$ cat config.mk
export PLATFORM = sky130hd
export DESIGN_NAME = core_ctrl_fsm_flat
export DESIGN_NICKNAME = d
export VERILOG_FILES = /design/src/rtl/npc_ctrl_pkg.sv /design/src/rtl/core_ctrl_fsm_if.sv /design/src/rtl/core_ctrl_fsm_bus_wait_timer.sv /design/src/rtl/core_ctrl_fsm.sv /design/src/flat_wrapper.sv
export SDC_FILE = /design/constraint.sdc
export NUM_CORES = 1
export LEC_CHECK = 0
export BUFFER_PORTS_ARGS = -buffer_cell sky130_fd_sc_hd__buf_4
export CAP_MARGIN = 0
export CORE_MARGIN = 8
export CORE_UTILIZATION = 50
export CTS_CLUSTER_DIAMETER = 150
export DETAILED_ROUTE_END_ITERATION = 6
export GPL_TIMING_DRIVEN = 1
export PLACE_DENSITY = 0.75
export SLEW_MARGIN = 20
export SYNTH_ARGS = -nofsm -noshare
export SYNTH_HDL_FRONTEND = slang
export SYNTH_HIERARCHICAL = 1
export SYNTH_SLANG_ARGS = --single-unit
$ cat constraint.sdc
create_clock -name clk -period 1.78 [get_ports clk]
set_input_delay 0.267 -clock clk [delete_from_list [all_inputs] [get_ports clk]]
set_output_delay 0.267 -clock clk [all_outputs]
set_load 0.02 [all_outputs]
$ cat src/rtl/npc_ctrl_pkg.sv
// npc_ctrl_pkg: shared encodings for the NPC core control sequencer.
//   state_e      - 3-bit sequencer state (RESET=0 .. HALT=7)
//   PC_SEL_*     - next-PC source select
//   CAUSE_*      - mcause codes written on a trap
//   dec_flags_t  - decoder flags held from DECODE through WB
package npc_ctrl_pkg;

  typedef enum logic [2:0] {
    ST_RESET  = 3'd0,
    ST_FETCH  = 3'd1,
    ST_DECODE = 3'd2,
    ST_EXEC   = 3'd3,
    ST_MEM    = 3'd4,
    ST_WB     = 3'd5,
    ST_TRAP   = 3'd6,
    ST_HALT   = 3'd7
  } state_e;

  localparam logic [1:0] PC_SEL_NPC   = 2'd0;
  localparam logic [1:0] PC_SEL_MTVEC = 2'd1;
  localparam logic [1:0] PC_SEL_MEPC  = 2'd2;

  localparam logic [3:0] CAUSE_IFETCH_FAULT = 4'd1;
  localparam logic [3:0] CAUSE_ILLEGAL      = 4'd2;
  localparam logic [3:0] CAUSE_LOAD_FAULT   = 4'd5;
  localparam logic [3:0] CAUSE_STORE_FAULT  = 4'd7;
  localparam logic [3:0] CAUSE_ECALL_M      = 4'd11;

  typedef struct packed {
    logic mem_read;
    logic mem_write;
    logic reg_write;
    logic is_csr;
    logic mret;
  } dec_flags_t;

endpackage

$ cat src/rtl/core_ctrl_fsm_if.sv
// core_ctrl_fsm_if: IFU / LSU request handshakes of the control sequencer.
//   ifu_req / ifu_rvalid  - fetch request, held until the fetch completes
//   inst_latch            - IR capture pulse in the fetch-complete cycle
//   lsu_req / lsu_we      - memory request (we: 1 store, 0 load)
//   lsu_rvalid            - memory completion
// master: the sequencer; slave: the IFU/LSU side.
interface core_ctrl_fsm_if;
  logic ifu_req;
  logic ifu_rvalid;
  logic inst_latch;
  logic lsu_req;
  logic lsu_we;
  logic lsu_rvalid;

  modport master (output ifu_req, inst_latch, lsu_req, lsu_we,
                  input  ifu_rvalid, lsu_rvalid);
  modport slave  (input  ifu_req, inst_latch, lsu_req, lsu_we,
                  output ifu_rvalid, lsu_rvalid);
endinterface

$ cat src/rtl/core_ctrl_fsm_bus_wait_timer.sv
// bus_wait_timer: counts cycles a bus request waits for its response.
//   clk, rst_n  - clock, async active-low reset
//   i_clear     - hold the count at zero (request not outstanding)
//   i_tick      - one waiting cycle without a response
//   o_expired   - count has reached TIMEOUT_CYCLES-1
module bus_wait_timer #(
  parameter int unsigned TIMEOUT_CYCLES = 1024
) (
  input  logic clk,
  input  logic rst_n,
  input  logic i_clear,
  input  logic i_tick,
  output logic o_expired
);
  localparam int CW = $clog2(TIMEOUT_CYCLES) + 1;

  logic [CW-1:0] r_cnt;

  assign o_expired = (r_cnt == CW'(TIMEOUT_CYCLES - 1));

  // Count stops at the limit; the owner leaves the wait state that cycle.
  always_ff @(posedge clk or negedge rst_n) begin
    if (!rst_n)                     r_cnt <= '0;
    else if (i_clear)               r_cnt <= '0;
    else if (i_tick && !o_expired)  r_cnt <= r_cnt + 1'b1;
  end
endmodule

$ cat src/rtl/core_ctrl_fsm.sv
// core_ctrl_fsm: multi-cycle control sequencer for the NPC core.
// FETCH -> DECODE -> EXEC -> [MEM] -> WB, with TRAP (ecall / illegal /
// bus timeout) and a sticky HALT on ebreak.
//   clk, rst_n          - clock, async active-low reset
//   bus (master)        - IFU/LSU handshakes, see core_ctrl_fsm_if
//   dec_*               - decoder flags, sampled in DECODE
//   rf_we, csr_we       - register-file / CSR write strobes (WB)
//   pc_we, pc_sel       - PC update strobe and source
//   trap_we, trap_cause - mepc/mcause write strobe and cause
//   halt                - sticky halt after ebreak
//   instret             - retired-instruction counter (wraps)
//   state_o             - current state for trace
// Optional: define NPC_BUS_TIMEOUT_EN to trap fetch/load/store requests
// that wait TIMEOUT_CYCLES without a response.
module core_ctrl_fsm
  import npc_ctrl_pkg::*;
#(
  parameter int unsigned INSTRET_W      = 32,
  parameter int unsigned TIMEOUT_CYCLES = 1024
) (
  input  logic                 clk,
  input  logic                 rst_n,
  core_ctrl_fsm_if.master      bus,
  input  logic                 dec_mem_read,
  input  logic                 dec_mem_write,
  input  logic                 dec_reg_write,
  input  logic                 dec_is_csr,
  input  logic                 dec_ecall,
  input  logic                 dec_ebreak,
  input  logic                 dec_mret,
  input  logic                 dec_illegal,
  output logic                 rf_we,
  output logic                 csr_we,
  output logic                 pc_we,
  output logic [1:0]           pc_sel,
  output logic                 trap_we,
  output logic [3:0]           trap_cause,
  output logic                 halt,
  output logic [INSTRET_W-1:0] instret,
  output logic [2:0]           state_o
);

  state_e               r_state, w_next;
  dec_flags_t           r_flags;
  logic [3:0]           r_cause;
  logic [INSTRET_W-1:0] r_instret;
  logic                 w_timeout;
  logic                 w_ifu_req, w_inst_latch, w_lsu_req, w_lsu_we;

`ifdef NPC_BUS_TIMEOUT_EN
  logic w_waiting, w_rvalid, w_expired;
  assign w_waiting = (r_state == ST_FETCH) || (r_state == ST_MEM);
  assign w_rvalid  = (r_state == ST_FETCH) ? bus.ifu_rvalid : bus.lsu_rvalid;

  // Cleared in every non-waiting state, so it starts at zero on entry.
  bus_wait_timer #(.TIMEOUT_CYCLES(TIMEOUT_CYCLES)) u_timer (
    .clk       (clk),
    .rst_n     (rst_n),
    .i_clear   (!w_waiting),
    .i_tick    (w_waiting && !w_rvalid),
    .o_expired (w_expired)
  );
  // A response in the expiry cycle wins over the timeout.
  assign w_timeout = w_waiting && !w_rvalid && w_expired;
`else
  assign w_timeout = 1'b0;
`endif

  // State register
  always_ff @(posedge clk or negedge rst_n) begin
    if (!rst_n) r_state <= ST_RESET;
    else        r_state <= w_next;
  end

  // Next-state logic
  always_comb begin
    w_next = r_state;
    case (r_state)
      ST_RESET:  w_next = ST_FETCH;
      ST_FETCH:  if (bus.ifu_rvalid)  w_next = ST_DECODE;
                 else if (w_timeout)  w_next = ST_TRAP;
      ST_DECODE: if (dec_illegal)     w_next = ST_TRAP;
                 else if (dec_ebreak) w_next = ST_HALT;
                 else if (dec_ecall)  w_next = ST_TRAP;
                 else                 w_next = ST_EXEC;
      ST_EXEC:   w_next = (r_flags.mem_read || r_flags.mem_write) ? ST_MEM : ST_WB;
      ST_MEM:    if (bus.lsu_rvalid)  w_next = ST_WB;
                 else if (w_timeout)  w_next = ST_TRAP;
      ST_WB,
      ST_TRAP:   w_next = ST_FETCH;
      ST_HALT:   w_next = ST_HALT;
      default:   w_next = ST_RESET;
    endcase
  end

  // Flags, trap cause and retire counter
  always_ff @(posedge clk or negedge rst_n) begin
    if (!rst_n) begin
      r_flags   <= '0;
      r_cause   <= '0;
      r_instret <= '0;
    end else begin
      if (r_state == ST_DECODE) begin
        r_flags <= '{mem_read:  dec_mem_read,  mem_write: dec_mem_write,
                     reg_write: dec_reg_write, is_csr:    dec_is_csr,
                     mret:      dec_mret};
        r_cause <= dec_illegal ? CAUSE_ILLEGAL : CAUSE_ECALL_M;
      end
      if (w_timeout) begin
        if (r_state == ST_FETCH)    r_cause <= CAUSE_IFETCH_FAULT;
        else if (r_flags.mem_write) r_cause <= CAUSE_STORE_FAULT;
        else                        r_cause <= CAUSE_LOAD_FAULT;
      end
      if (r_state == ST_WB) r_instret <= r_instret + 1'b1;
    end
  end

  // Output decode
  always_comb begin
    w_ifu_req    = 1'b0;
    w_inst_latch = 1'b0;
    w_lsu_req    = 1'b0;
    w_lsu_we     = 1'b0;
    rf_we        = 1'b0;
    csr_we       = 1'b0;
    pc_we        = 1'b0;
    pc_sel       = PC_SEL_NPC;
    trap_we      = 1'b0;
    trap_cause   = 4'd0;
    halt         = 1'b0;
    case (r_state)
      ST_FETCH: begin
        w_ifu_req    = 1'b1;
        w_inst_latch = bus.ifu_rvalid;
      end
      ST_MEM: begin
        w_lsu_req = 1'b1;
        w_lsu_we  = r_flags.mem_write;
      end
      ST_WB: begin
        rf_we  = r_flags.reg_write;
        csr_we = r_flags.is_csr;
        pc_we  = 1'b1;
        pc_sel = r_flags.mret ? PC_SEL_MEPC : PC_SEL_NPC;
      end
      ST_TRAP: begin
        trap_we    = 1'b1;
        pc_we      = 1'b1;
        pc_sel     = PC_SEL_MTVEC;
        trap_cause = r_cause;
      end
      ST_HALT: halt = 1'b1;
      default: ;
    endcase
  end

  assign bus.ifu_req    = w_ifu_req;
  assign bus.inst_latch = w_inst_latch;
  assign bus.lsu_req    = w_lsu_req;
  assign bus.lsu_we     = w_lsu_we;
  assign instret        = r_instret;
  assign state_o        = r_state;

endmodule

$ cat src/flat_wrapper.sv
// flat-port wrapper written by rule: the top's interface ports become plain ports
module core_ctrl_fsm_flat import npc_ctrl_pkg::*;
#(
  parameter int unsigned INSTRET_W      = 32,
  parameter int unsigned TIMEOUT_CYCLES = 1024
)
  (clk, rst_n, dec_mem_read, dec_mem_write, dec_reg_write, dec_is_csr, dec_ecall, dec_ebreak, dec_mret, dec_illegal, rf_we, csr_we, pc_we, pc_sel, trap_we, trap_cause, halt, instret, state_o, bus_ifu_req, bus_inst_latch, bus_lsu_req, bus_lsu_we, bus_ifu_rvalid, bus_lsu_rvalid);
  core_ctrl_fsm_if bus_i ();
  input  logic clk;
  input  logic rst_n;
  input  logic dec_mem_read;
  input  logic dec_mem_write;
  input  logic dec_reg_write;
  input  logic dec_is_csr;
  input  logic dec_ecall;
  input  logic dec_ebreak;
  input  logic dec_mret;
  input  logic dec_illegal;
  output logic rf_we;
  output logic csr_we;
  output logic pc_we;
  output logic [1:0] pc_sel;
  output logic trap_we;
  output logic [3:0] trap_cause;
  output logic halt;
  output logic [INSTRET_W-1:0] instret;
  output logic [2:0] state_o;
  output wire logic [$bits(bus_i.ifu_req)-1:0] bus_ifu_req;
  output wire logic [$bits(bus_i.inst_latch)-1:0] bus_inst_latch;
  output wire logic [$bits(bus_i.lsu_req)-1:0] bus_lsu_req;
  output wire logic [$bits(bus_i.lsu_we)-1:0] bus_lsu_we;
  input wire logic [$bits(bus_i.ifu_rvalid)-1:0] bus_ifu_rvalid;
  input wire logic [$bits(bus_i.lsu_rvalid)-1:0] bus_lsu_rvalid;
  assign bus_ifu_req = bus_i.ifu_req;
  assign bus_inst_latch = bus_i.inst_latch;
  assign bus_lsu_req = bus_i.lsu_req;
  assign bus_lsu_we = bus_i.lsu_we;
  assign bus_i.ifu_rvalid = bus_ifu_rvalid;
  assign bus_i.lsu_rvalid = bus_lsu_rvalid;
  core_ctrl_fsm #(.INSTRET_W(INSTRET_W), .TIMEOUT_CYCLES(TIMEOUT_CYCLES)) u_core (.clk(clk), .rst_n(rst_n), .bus(bus_i), .dec_mem_read(dec_mem_read), .dec_mem_write(dec_mem_write), .dec_reg_write(dec_reg_write), .dec_is_csr(dec_is_csr), .dec_ecall(dec_ecall), .dec_ebreak(dec_ebreak), .dec_mret(dec_mret), .dec_illegal(dec_illegal), .rf_we(rf_we), .csr_we(csr_we), .pc_we(pc_we), .pc_sel(pc_sel), .trap_we(trap_we), .trap_cause(trap_cause), .halt(halt), .instret(instret), .state_o(state_o));
endmodule
==> summary.txt <==
Clock network
  • Worst-path clk slew: 80 ps
  • Clock latency on the worst-skew pair: 290 ps
  • CTS tree: yes
  • Root Driver: clkbuf_8
  • H-Tree Level Count: 2
  • Clock Sinks: 42
  • Number of CTS-inserted buffers: 5
  • Clk buf depth: 2

Global routing
  • Grt ovf: 0
  • Largest net degree at the start of global routing: 43
  • Gr usage total: 15.6%
  • First-pass GRT wire length: 7800 µm
  • Vias in the first global route: 1630
  • Initial antenna violation count: 0

Logic synthesis
  • YS warnings: 6
  • Post-synthesis cell type count: 34
  • Top cell type's share of synthesized area: 52.5%
  • Syn Inst Count: 182
  • Sequential-to-total area share from yosys stat: 52.5%
  • Synth Cell Area: 0.00200 mm²
  • Cell taking the most area after synthesis: dfrtp_1
  • Synth Register Bits: 42
  • Syn avg cell area: 11.0 µm²
  • Syn Nets: 195
  • Largest cells by area after synthesis: dfrtp_1, xor2_1, xnor2_1, nand2_1, mux2_2

Drt
  • DR WL/cell: 15.3 µm
  • Final ANT Viol Nets: 0
  • DR iter-0 viols: 88
  • Via count: 1569
  • Vias per cell: 5.08
  • Remaining DRCs: 0
  • Routed wire length: 4720 µm
  • Router iterations before antenna repair: 4

Place
  • Cell count after placement: 292
  • Port bufs: 60
  • Placed cell area: 0.00253 mm²
  • Placer Congestion: 0.780
  • Final HPWL DP: 3460 µm

Outcome
  • Status: finished, final reports clean

Layout
  • Most frequent cells in the layout: buf_4, dfrtp_1, nand2_1, xor2_1, xnor2_1
  • Area occupied by registers: 0.00105 mm²
  • # fillers: 320
  • Multi-input logic area: 972 µm²
  • Antenna cells: 0
  • Layout cell share with drive strength beyond 1: 43.6%
  • Final core occ: 71.4%
  • P&R area growth vs syn: 39.6%
  • Commonest non-fill, non-tap cell in the layout: buf_4
  • Final Cell Area: 0.00279 mm²
  • Post-Layout Cell Count: 309
  • Nets@finish: 271

Worst setup path
  • Required @ worst endpoint: 2000 ps
  • CP cell instances: buf_6, nand3b_4, nor4_4, nand3_4, nor4_4, xor2_1
  • Arr. time, crit path: 2000 ps
  • Critical path class: flop to flop
  • Startpoint types: flop
  • Most frequent CP cell: nor4_4
  • CP Max Fanout: 8
  • Slowest stage delay, CP: 440 ps
  • Critical path's slowest cell: dfrtp_2
  • CP Capture Type: flop

Timing
  • Fin crit share: 99.6%
  • Clock Skew: 7.20 ps
  • Fmax: 564 MHz
  • Worst-margin pin slew: 532 ps
  • Final slew viol count: 0
  • Hold Fails Final Rpt: 0
  • Final setup fails: 0
  • Worst hold slack: 161 ps
  • Relative slew slack: 64.6%
  • RSZ-0062 raised after global routing: yes
  • Min Tclk post-route: 1770 ps

Power and ir drop
  • Power Dens Cells: 1120 mW/mm²
  • P_leak: 0.00148 µW
  • Worst IR drop on VDD: 743 µV

Die
  • Die Area: 0.00628 mm²
  • Rows: 23
  • Die width: 79.3 µm
  • Io pins: 62
  • Initial Util: 51.2%
  • Area of the core: 0.00391 mm²
  • DIE HEIGHT: 79.3 µm

Run
  • Maxcap violations: 0

Hold path
  • Worst Hold Class: primary input to flop
-- kinds of logic after synthesis --
group / after synthesis / share of synthesized area (%)
and+or+nand+nor: 85 / 25.8
buffers and inverters: 10 / 2.44
DFF: 42 / 52.5
adders and majority gates: 1 / 0.625
other: 1 / 0.187
muxes: 6 / 3.31
AOI/OAI and AO/OA: 6 / 1.62
xor gates and xnor gates: 31 / 13.6
-- final cells by class --
| cell class | instances | share of cell area, % |
|---|---|---|
| Timing Repair Buffer | 75 | 20.8 |
| Clock buffer | 5 | 2.46 |
| Multi-Input combinational cell | 130 | 34.8 |
| Clock inverter | 3 | 1.43 |
| Inverter | 4 | 0.537 |
| Tap cell | 50 | 2.24 |
| Sequential cell | 42 | 37.8 |
-- per-layer routing --
layer  track usage (%)  routed length [µm]  up-vias
met5                 0                   0        -
met4              5.00                  61        0
met3              7.79                 436        9
met2              24.4                2220       52
met1              18.1                2010      749
li1                  -                   -      759
-- repair_timing --
action,4_1_cts,5_1_grt
setup endpoints to repair,4,14
endpoints found under the hold margin,42,0
resized for setup,4,21
buffers inserted,3,5
pin swaps,2,5
hold buffers,1,0
-- final timing paths --
path                                     from                 end  slack (ps)  depth (start not counted)
max                         u_core/state_o[1]  u_core/instret[28]           8                          6
min                               dec_illegal   u_core/r_cause[0]         160                          2
max reg2reg                 u_core/state_o[1]  u_core/instret[28]           8                          6
min reg2reg                u_core/instret[31]  u_core/instret[31]         470                          1
max in group asynchronous               rst_n   u_core/state_o[1]         890                          2
min in group asynchronous               rst_n  u_core/instret[13]         490                          2
-- cells in the mapped netlist (all sizes together) --
library cell / count
dfrtp: 42
nand2: 17
xor2: 17
xnor2: 14
nand3: 12
nor2: 12
and2: 7
nor3: 7
and3: 6
mux2: 5
nand4: 5
inv: 4
nor2b: 4
buf: 3
clkbuf: 3
nor4: 3
o21ai: 3
or2: 3
a21oi: 2
and4: 2
nand3b: 2
and2b: 1
and3b: 1
conb: 1
ha: 1
mux2i: 1
nand2b: 1
o21bai: 1
or2b: 1
or3b: 1
-- critical path: cells and delay by family, from the launching register on --
family	cells	cell delay, ps
xor+xnor	1	160
buf+inv	1	130
flops	1	440
simple gates	4	980
-- stage by stage --
| stage | power (µW) | TNS [ps] | setup slack [ps] |
|---|---|---|---|
| detailed placement | 2260 | 0 | 75.0 |
| floorplan | 1860 | 0 | 4.55 |
| CTS | 3060 | -43.3 | -43.3 |
| global placement | 2230 | 0 | 136 |
| finish | 3130 | 0 | 7.61 |
| global route | 3310 | -255 | -95.1 |
-- registers in the layout (all words and copies together), names as in the netlist --
name / flops
u_core/state_o: 3
u_core/r_cause: 2
u_core/r_flags: 5
u_core/instret: 32
-- where the power goes --
| part | switching (µW) | total (µW) | internal, µW |
|---|---|---|---|
| Sequential | 146 | 1270 | 1120 |
| Combinational | 566 | 1130 | 563 |
| Clock | 324 | 736 | 413 |
(Power assumes the default switching activity.)
